--- config.mk ---
export PLATFORM = sky130hd
export DESIGN_NAME = cpu_controller
export DESIGN_NICKNAME = d
export VERILOG_FILES = /design/src/rtl/cpu_pkg.sv /design/src/rtl/edge_det.sv /design/src/rtl/cpu_controller.sv
export SDC_FILE = /design/constraint.sdc
export NUM_CORES = 1
export LEC_CHECK = 0
export ABC_AREA = 1
export CAP_MARGIN = 20
export CELL_PAD_IN_SITES_DETAIL_PLACEMENT = 1
export CELL_PAD_IN_SITES_GLOBAL_PLACEMENT = 1
export CORE_MARGIN = 5
export CORE_UTILIZATION = 29
export DETAILED_ROUTE_END_ITERATION = 16
export GPL_TIMING_DRIVEN = 0
export HOLD_SLACK_MARGIN = 0.15
export PLACE_DENSITY = 0.81
export REMOVE_ABC_BUFFERS = 1
export SYNTH_ARGS = -nofsm -noshare
export SYNTH_HDL_FRONTEND = slang
export SYNTH_HIERARCHICAL = 1
export SYNTH_SLANG_ARGS = --single-unit
--- constraint.sdc ---
create_clock -name clk -period 1.3 [get_ports clk]
set_input_delay 0.195 -clock clk [delete_from_list [all_inputs] [get_ports clk]]
set_output_delay 0.195 -clock clk [all_outputs]
set_load 0.02 [all_outputs]
--- src/rtl/cpu_pkg.sv ---
// -----------------------------------------------------------------------------
// cpu_pkg
// Shared definitions for the CPU controller: opcode constants, controller state
// encodings, and small helpers used by the controller's next-state and
// output decoding.
// -----------------------------------------------------------------------------
package cpu_pkg;

   // Instruction-register opcodes
   typedef enum logic [2:0] {
      OP_HLT = 3'b000,
      OP_SKZ = 3'b001,
      OP_ADD = 3'b010,
      OP_AND = 3'b011,
      OP_XOR = 3'b100,
      OP_LDA = 3'b101,
      OP_STO = 3'b110,
      OP_JMP = 3'b111
   } opcode_e;

   // Controller states: IDLE waits for the first fetch edge, S0..S7 are the
   // eight phases of one instruction, HALT is sticky until reset.
   typedef enum logic [3:0] {
      ST_IDLE = 4'd0,
      ST_S0   = 4'd1,
      ST_S1   = 4'd2,
      ST_S2   = 4'd3,
      ST_S3   = 4'd4,
      ST_S4   = 4'd5,
      ST_S5   = 4'd6,
      ST_S6   = 4'd7,
      ST_S7   = 4'd8,
      ST_HALT = 4'd9
   } state_e;

   // Control outputs bundled so the decoder can default them in one line
   typedef struct packed {
      logic rd;
      logic wr;
      logic load_ir;
      logic inc_pc;
      logic load_pc;
      logic load_acc;
      logic datactl_ena;
      logic halt;
   } ctrl_t;

   localparam ctrl_t CTRL_NONE = '0;

   // Opcodes that read an operand from memory into the accumulator path
   function automatic logic is_alu(input opcode_e op);
      return (op == OP_ADD) || (op == OP_AND) || (op == OP_XOR) || (op == OP_LDA);
   endfunction

   // Free-running phase sequence S0 -> S1 -> ... -> S7 -> S0
   function automatic state_e next_phase(input state_e s);
      state_e n;
      case (s)
         ST_S0:   n = ST_S1;
         ST_S1:   n = ST_S2;
         ST_S2:   n = ST_S3;
         ST_S3:   n = ST_S4;
         ST_S4:   n = ST_S5;
         ST_S5:   n = ST_S6;
         ST_S6:   n = ST_S7;
         default: n = ST_S0;
      endcase
      return n;
   endfunction

endpackage

--- src/rtl/edge_det.sv ---
// -----------------------------------------------------------------------------
// edge_det
// Rising-edge detector for the fetch strobe.
// Ports:
//   clk      in   system clock
//   reset_n  in   asynchronous active-low reset
//   din      in   level to watch
//   rise     out  high while din=1 and the registered copy of din is 0
// -----------------------------------------------------------------------------
module edge_det (
   input  logic clk,
   input  logic reset_n,
   input  logic din,
   output logic rise
);

   logic din_q;
   logic armed_q;

   // armed_q stays low for the first clock after reset release so that a
   // level already high when reset goes away is captured into din_q without
   // ever being reported as an edge.
   always_ff @(posedge clk or negedge reset_n) begin
      if (!reset_n) begin
         din_q   <= 1'b0;
         armed_q <= 1'b0;
      end else begin
         din_q   <= din;
         armed_q <= 1'b1;
      end
   end

   assign rise = armed_q & din & ~din_q;

endmodule

--- src/rtl/cpu_controller.sv ---
// -----------------------------------------------------------------------------
// cpu_controller
// Eight-phase instruction sequencer for a simple accumulator CPU. Phases are
// aligned to the rising edge of the fetch strobe; an edge arriving early
// re-aligns the sequencer to S0 and reports sync_err for one cycle.
// Ports:
//   clk          in   system clock
//   reset_n      in   asynchronous active-low reset
//   fetch        in   fetch strobe, high 4 of every 8 cycles
//   opcode[2:0]  in   instruction opcode, valid from S2 onward
//   zero         in   accumulator-is-zero flag, sampled leaving S3
//   rd           out  memory read enable
//   wr           out  memory write strobe
//   load_ir      out  instruction-register load
//   inc_pc       out  program-counter increment
//   load_pc      out  program-counter load (jump)
//   load_acc     out  accumulator load
//   datactl_ena  out  data-bus driver enable
//   halt         out  CPU halted
//   sync_err     out  one-cycle pulse on an out-of-phase fetch edge
// -----------------------------------------------------------------------------
module cpu_controller
   import cpu_pkg::*;
(
   input  logic       clk,
   input  logic       reset_n,
   input  logic       fetch,
   input  logic [2:0] opcode,
   input  logic       zero,
   output logic       rd,
   output logic       wr,
   output logic       load_ir,
   output logic       inc_pc,
   output logic       load_pc,
   output logic       load_acc,
   output logic       datactl_ena,
   output logic       halt,
   output logic       sync_err
);

   state_e  state_q, state_d;
   logic    zero_q;
   logic    sync_err_q, sync_err_d;
   logic    fetch_rise;
   opcode_e op;
   ctrl_t   ctrl;

   assign op = opcode_e'(opcode);

   edge_det u_fetch_edge (
      .clk     (clk),
      .reset_n (reset_n),
      .din     (fetch),
      .rise    (fetch_rise)
   );

   // State register, zero flag capture and sync error flop
   always_ff @(posedge clk or negedge reset_n) begin
      if (!reset_n) begin
         state_q    <= ST_IDLE;
         zero_q     <= 1'b0;
         sync_err_q <= 1'b0;
      end else begin
         state_q    <= state_d;
         sync_err_q <= sync_err_d;
         // Every exit from S3 samples the flag; SKZ only ever looks at zero_q
         if (state_q == ST_S3) begin
            zero_q <= zero;
         end
      end
   end

   // Next-state logic
   always_comb begin
      state_d    = state_q;
      sync_err_d = 1'b0;
      case (state_q)
         ST_IDLE: begin
            if (fetch_rise) begin
               state_d = ST_S0;
            end
         end
         // A fetch edge in S7 is the expected one and just wraps to S0
         ST_S7:   state_d = ST_S0;
         ST_HALT: state_d = ST_HALT;
         default: begin
            // S0..S6: an edge here means the strobe and sequencer disagree;
            // re-align rather than finish the instruction.
            if (fetch_rise) begin
               state_d    = ST_S0;
               sync_err_d = 1'b1;
            end else if ((state_q == ST_S3) && (op == OP_HLT)) begin
               state_d = ST_HALT;
            end else begin
               state_d = next_phase(state_q);
            end
         end
      endcase
   end

   // Output decode
   always_comb begin
      ctrl = CTRL_NONE;
      case (state_q)
         ST_S0, ST_S1: begin
            ctrl.rd      = 1'b1;
            ctrl.load_ir = 1'b1;
            ctrl.inc_pc  = 1'b1;
         end
         ST_S3: begin
            ctrl.halt = (op == OP_HLT);
         end
         ST_S4: begin
            ctrl.rd          = is_alu(op);
            ctrl.datactl_ena = (op == OP_STO);
            ctrl.load_pc     = (op == OP_JMP);
            ctrl.inc_pc      = (op == OP_SKZ) && zero_q;
         end
         ST_S5: begin
            ctrl.rd          = is_alu(op);
            ctrl.load_acc    = is_alu(op);
            ctrl.datactl_ena = (op == OP_STO);
            // wr only coincides with the bus driver being enabled
            ctrl.wr          = (op == OP_STO);
            ctrl.load_pc     = (op == OP_JMP);
         end
         ST_S6: begin
            ctrl.datactl_ena = (op == OP_STO);
            ctrl.inc_pc      = (op == OP_SKZ) && zero_q;
         end
         ST_HALT: begin
            ctrl.halt = 1'b1;
         end
         default: ctrl = CTRL_NONE;
      endcase
   end

   assign rd          = ctrl.rd;
   assign wr          = ctrl.wr;
   assign load_ir     = ctrl.load_ir;
   assign inc_pc      = ctrl.inc_pc;
   assign load_pc     = ctrl.load_pc;
   assign load_acc    = ctrl.load_acc;
   assign datactl_ena = ctrl.datactl_ena;
   assign halt        = ctrl.halt;
   assign sync_err    = sync_err_q;

endmodule

==> reports/results.tsv, run 1 <==
metric	value	unit
rrSetupSlack	0.04	ns
die_y	49.8	um
crit_type	flop to output pin	
status	finished with violations	
rsz0062_at_grt	true	
vias	487	
timing.critical_path.buf_inv	2	
die_w	49.8	um
dp_hpwl	1.06	mm
drv_cap	0	
netlist_instances	64	
grt_pass1_vias	506	
power.total	1.86	mW
start_util	30.6	%
startpoint	state_q[1]$_DFFE_PN0P_	
clock.fmax	0.639	GHz
avgSynthCellArea	7.19	um^2
grt_start_max_net_pins	9	
nets	97	
pwr-share-clk	9.8	%
ys_seq_area_share	43.5	%
antenna_cells	0	
cts.clk_slew.worst_paths	0.06	ns
drt_iter0_drc	2	
reg2reg_from	state_q[1]$_DFFE_PN0P_	
ys_types	17	
grt-ovfl-total	0	
pwr-share-comb	65.6	%
wl_per_cell	14.4	um
ys_ff_latch	8	
route.detailed.drc	0	
cp_common_cell	nand2_2	
pre_cts_slack	-0.575	ns
clock_path_buffers	2	
finalSetupViolations	8	
crit_chain	nand2_2, inv_2, nor2_4, nand2_2, nor3_2, buf_4	
final_core_util	50.8	%
cts_sinks	8	
p_leak	0.408	nW
holdBufCountCts	0	
pwr-share-seq	24.5	%
critPathSlowestCell	dfrtp_2	
worstRegToRegCells	7	
drive_gt1_share	50.0	%
yosys_warnings	6	
area_growth	66.3	%
die-area	2480	um^2
vdd_ir_drop_max	0.000790	V
p_sw_share	47.6	%
crit_required	1.11	ns
cts_tree	yes	
path_delay_family	simple AND/OR/NAND/NOR gates	
cpPeakStageDelay	0.45	ns
drtAntennaViolNets	0	
p_switching	0.886	mW
fin_skew	0.00773	ns
ios	16	
gp_congestion	0.881	
violations	negative setup slack	
vias_per_cell	4.68	
core	1510	um^2
clock_latency	0.25	ns
hold_viol	0	
slew_viol_final	0	
endpoint_kind	output pin	
setup_slack	-0.265	ns
htreeDepth	1	
worstSetupStartpointType	flop	
cts_made_buffers	3	
period_needed	1.56	ns
io_buffer_count	15	
wirelength	1.50	mm
grt_antenna_before_repair	0	
root_buffer	clkbuf_4	
cp_max_fo	4	
syn_area	460	um^2
cp_data_arrival_time	1.37	ns
p_int	0.974	mW
grt_pass1_wl	2.30	mm
rows	14	
first_pass_iters	2	
grt_usage	12.1	%
fin_crit_sh	120	%
regToRegEndpoint	state_q[1]$_DFFE_PN0P_	
p_per_area	2430	nW/um^2
hold_class	primary input to asynchronous set/reset pin	
## placed cells by master, fill, tap and decap left out
master / n
nand2_4: 2
nand3_1: 2
a21oi_2: 1
o31ai_2: 1
o21ai_1: 2
inv_4: 1
nor2_4: 3
clkdlybuf4s50_1: 3
inv_1: 6
conb_1: 1
nor2_1: 4
dlymetal6s2s_1: 3
o21ai_2: 1
nand2_1: 14
buf_4: 10
nor3_2: 1
a31oi_1: 1
nor3_4: 1
nor2_2: 2
inv_2: 5
nand3_2: 1
dfrtp_1: 5
nand2_2: 5
dlygate4sd2_1: 1
a21oi_1: 1
clkbuf_4: 3
dfrtp_2: 3
nand4_1: 1
buf_6: 4
## layout make-up
class / instances / area, um^2
Sequential cell: 8 / 204
Fill cell: 193 / 741
Clock buffer: 3 / 22.5
Timing Repair Buffer: 21 / 196
Multi-Input combinational cell: 44 / 275
Tap cell: 16 / 20.0
Inverter: 12 / 47.5
## cells by family (layout without fill, tap and decap cells)
kind of cell           after synthesis  in the layout  share of synthesized area, %
buffers and inverters               12             36                          9.78
other                                1              1                         0.814
AOI/OAI and AO/OA                    7              7                          9.24
DFF                                  8              8                          43.5
and+or+nand+nor                     36             36                          36.7
## through the flow
stage | hold slack (ns) | setup TNS [ns] | cells | instance area (um^2)
2_1_floorplan | -0.101 | 0 | 64 | 460
3_3_place_gp | 0.473 | -3.97 | 95 | 631
3_5_place_dp | 0.477 | -4.09 | 95 | 631
4_1_cts | 0.231 | -1.40 | 102 | 683
5_1_grt | 0.247 | -2.15 | 104 | 766
6_report | 0.229 | -1.50 | 104 | 766
## power groups by stage
stage                     logic (mW)  registers, mW  clock network, mW
after floorplan                0.552          0.396                  0
after global placement         0.861          0.408                  0
after detailed placement       0.880          0.419                  0
after CTS                      0.971          0.443              0.198
after global routing            1.33          0.466              0.213
final                           1.22          0.456              0.183
## routing by layer
metal  up-vias  track usage [%]  routed length [um]
met5         -                0                   0
met4         0             1.31                   0
met3         0             6.02                  74
met2         8             19.7                 828
met1       233             14.6                 597
li1        246                -                   -
## what timing repair did
| item | 4_1_cts | 5_1_grt |
|---|---|---|
| setup endpoints to repair | 9 | 8 |
| pin swaps | 3 | 3 |
| setup buffers | 4 | 2 |
| resized for setup | 51 | 20 |
## sequential cells by signal, indices dropped and copies added (netlist names)
signal,count
state_q,4
sync_err,1
u_fetch_edge/armed_q,1
u_fetch_edge/din_q,1
zero_q,1
## cells in the mapped netlist
library cell	number	share of area, %
inv_1	9	7.3
nand3_1	3	3.3
nand2_1	17	14
nand2_2	4	5.4
dfrtp_1	8	43
o21ai_1	3	3.3
a21oi_2	1	1.9
conb_1	1	0.81
a21oi_1	1	1.1
nor2_1	5	4.1
o31ai_1	1	1.6
a31oi_1	1	1.4
nand4_1	1	1.4
nor3_1	1	1.1
nor3_2	1	2.2
inv_2	3	2.4
nor2_2	4	5.4
## worst max path at each step
stage | end | slack, ns | depth (start not counted)
floorplan | inc_pc | 0.005 | 3
global placement | rd | -0.56 | 6
detailed placement | rd | -0.57 | 6
CTS | inc_pc | -0.21 | 6
global route | load_pc | -0.35 | 6
finish | load_pc | -0.26 | 6
No activity file was read; power rests on OpenSTA's default activity.
==> run 2: changes to the inputs <==
CORE_MARGIN = default   (was 5)
CORE_UTILIZATION = 31   (was 29)
PLACE_DENSITY = 0.85   (was 0.81)
clock period = 2 ns   (was 1.3 ns; I/O delays follow)
==> run 2 against run 1 <==
  * The run now ends clean
  * Non-clock buffer count down 6
  * Core utilization fell by 2.7 points
  * First-iteration DRC count grew to 9.5 times the previous value
  * Sequential power fell by 42%
  * Routed wire length fell by 15%
  * Die area down 34%
  * Clock power down 37%
  * Sequential share of layout area increased by 4.6 points
  * Clock skew fell by 0.0015 ns
  * Register-to-register slack gained 0.85 ns
  * Critical path type is now primary input to output pin
  * Critical endpoint is now rd
==> reports/results.tsv, run 2 (synthesis gave the netlist of run 1 again) <==
metric	value	unit
final_common_cell	nand2_1	
p_per_area	1410	nW/um^2
start_util	34.5	%
finalSetupViolations	0	
drt_iter0_drc	19	
num-fill-cells	169	
crit_required	1.70	ns
rsz0062_at_grt	false	
place_inst	94	
die-area	1640	um^2
endpoint_kind	output pin	
drive_gt1_share	19.5	%
die_w	40.5	um
first_pass_iters	2	
gp_congestion	0.749	
wl_per_cell	13.1	um
vias	468	
cts_resized	8	
p_sw_share	48.9	%
worstSetupStartpointType	primary input	
cts.clk_slew.worst_paths	0.05	ns
p_switching	0.441	mW
cp_max_fo	3	
p_int	0.461	mW
vias_per_cell	4.82	
antenna_cells	0	
ios	16	
pwr-share-clk	12.8	%
clock_latency	0.24	ns
vdd_ir_drop_max	0.000516	V
grt_antenna_before_repair	0	
cts_made_buffers	3	
cts_tree	yes	
holdWs	0.336	ns
status	finished, final reports clean	
core	1330	um^2
cp_data_arrival_time	1.53	ns
hold_class	primary input to asynchronous set/reset pin	
worstRegToRegCells	5	
rrSetupSlack	0.89	ns
fin_skew	0.00620	ns
drtAntennaViolNets	0	
grt_start_max_net_pins	9	
regMostFlops	state_q	
p_leak	0.352	nW
drv_cap	0	
setup_tns	0	ns
finalNonFillerCells	97	
post_cts_buffers	0	
rows	13	
io_buffer_count	15	
wirelength	1.27	mm
root_buffer	clkbuf_4	
nets	91	
clock.fmax	0.548	GHz
cts_sinks	8	
slew_viol_final	0	
regToRegEndpoint	state_q[2]$_DFFE_PN0P_	
pwr-share-comb	57.8	%
startpoint	opcode[1]	
largest_register_ffs	4	
grt_usage	19.2	%
period_needed	1.83	ns
grt-ovfl-total	0	
final_core_util	48.1	%
grt_pass1_wl	2.01	mm
reg2reg_from	state_q[2]$_DFFE_PN0P_	
grt_pass1_vias	490	
pwr-share-seq	29.3	%
clock_path_buffers	2	
hold_viol	0	
route.detailed.drc	0	
crit_type	primary input to output pin	
area_growth	39.4	%
holdBufCountCts	0	
fin_crit_sh	91.3	%
dp_hpwl	1.07	mm
htreeDepth	1	
final_cell_mix	nand2_1 (17), inv_1 (9), dlygate4sd2_1 (8), dfrtp_1 (8), clkdlybuf4s50_1 (7)	
die_y	40.5	um
-- run 2: worst max-delay path: stages --
cell and delay (ns):
clkdlybuf4s50_1 0.52, inv_1 0.06, nand2_1 0.10, nand2_1 0.08, o21ai_1 0.13, dlygate4sd2_1 0.34
-- run 2: area by class of cell --
cell class	instances	area (um^2)	share of cell area, %
multi-input combinational	44	215	33.5
sequential	8	200	31.2
timing repair buffer	15	140	21.8
inverter	12	45.0	7.02
clock buffer	3	22.5	3.51
tap	15	18.8	2.92
-- run 2: metrics by stage --
stage	instance area [um^2]	power (mW)	setup slack [ns]
global placement	629	0.817	-0.0768
global route	642	0.975	0.0446
detailed placement	629	0.837	-0.113
finish	642	0.902	0.174
floorplan	460	0.616	0.600
CTS	642	0.909	0.164
-- run 2: worst max-delay path by stage --
stage | endpoint | slack (ns)
2_1_floorplan | inc_pc | 0.60
3_3_place_gp | inc_pc | -0.08
3_5_place_dp | rd | -0.11
4_1_cts | rd | 0.16
5_1_grt | halt | 0.04
6_report | rd | 0.17
-- run 2: per-layer routing --
layer / wire length [um] / vias to the layer above / global-route usage, %
li1: - / 232 / -
met1: 589 / 228 / 21.8
met2: 638 / 6 / 33.3
met3: 25 / 2 / 5.56
met4: 15 / 0 / 7.50
met5: 0 / - / 0
-- run 2: power by group through the flow --
| stage | clock network, mW | registers (mW) | logic [mW] |
|---|---|---|---|
| after floorplan | 0 | 0.257 | 0.359 |
| after global placement | 0 | 0.263 | 0.554 |
| after detailed placement | 0 | 0.266 | 0.571 |
| after CTS | 0.121 | 0.263 | 0.526 |
| after global routing | 0.132 | 0.269 | 0.574 |
| final | 0.116 | 0.265 | 0.522 |
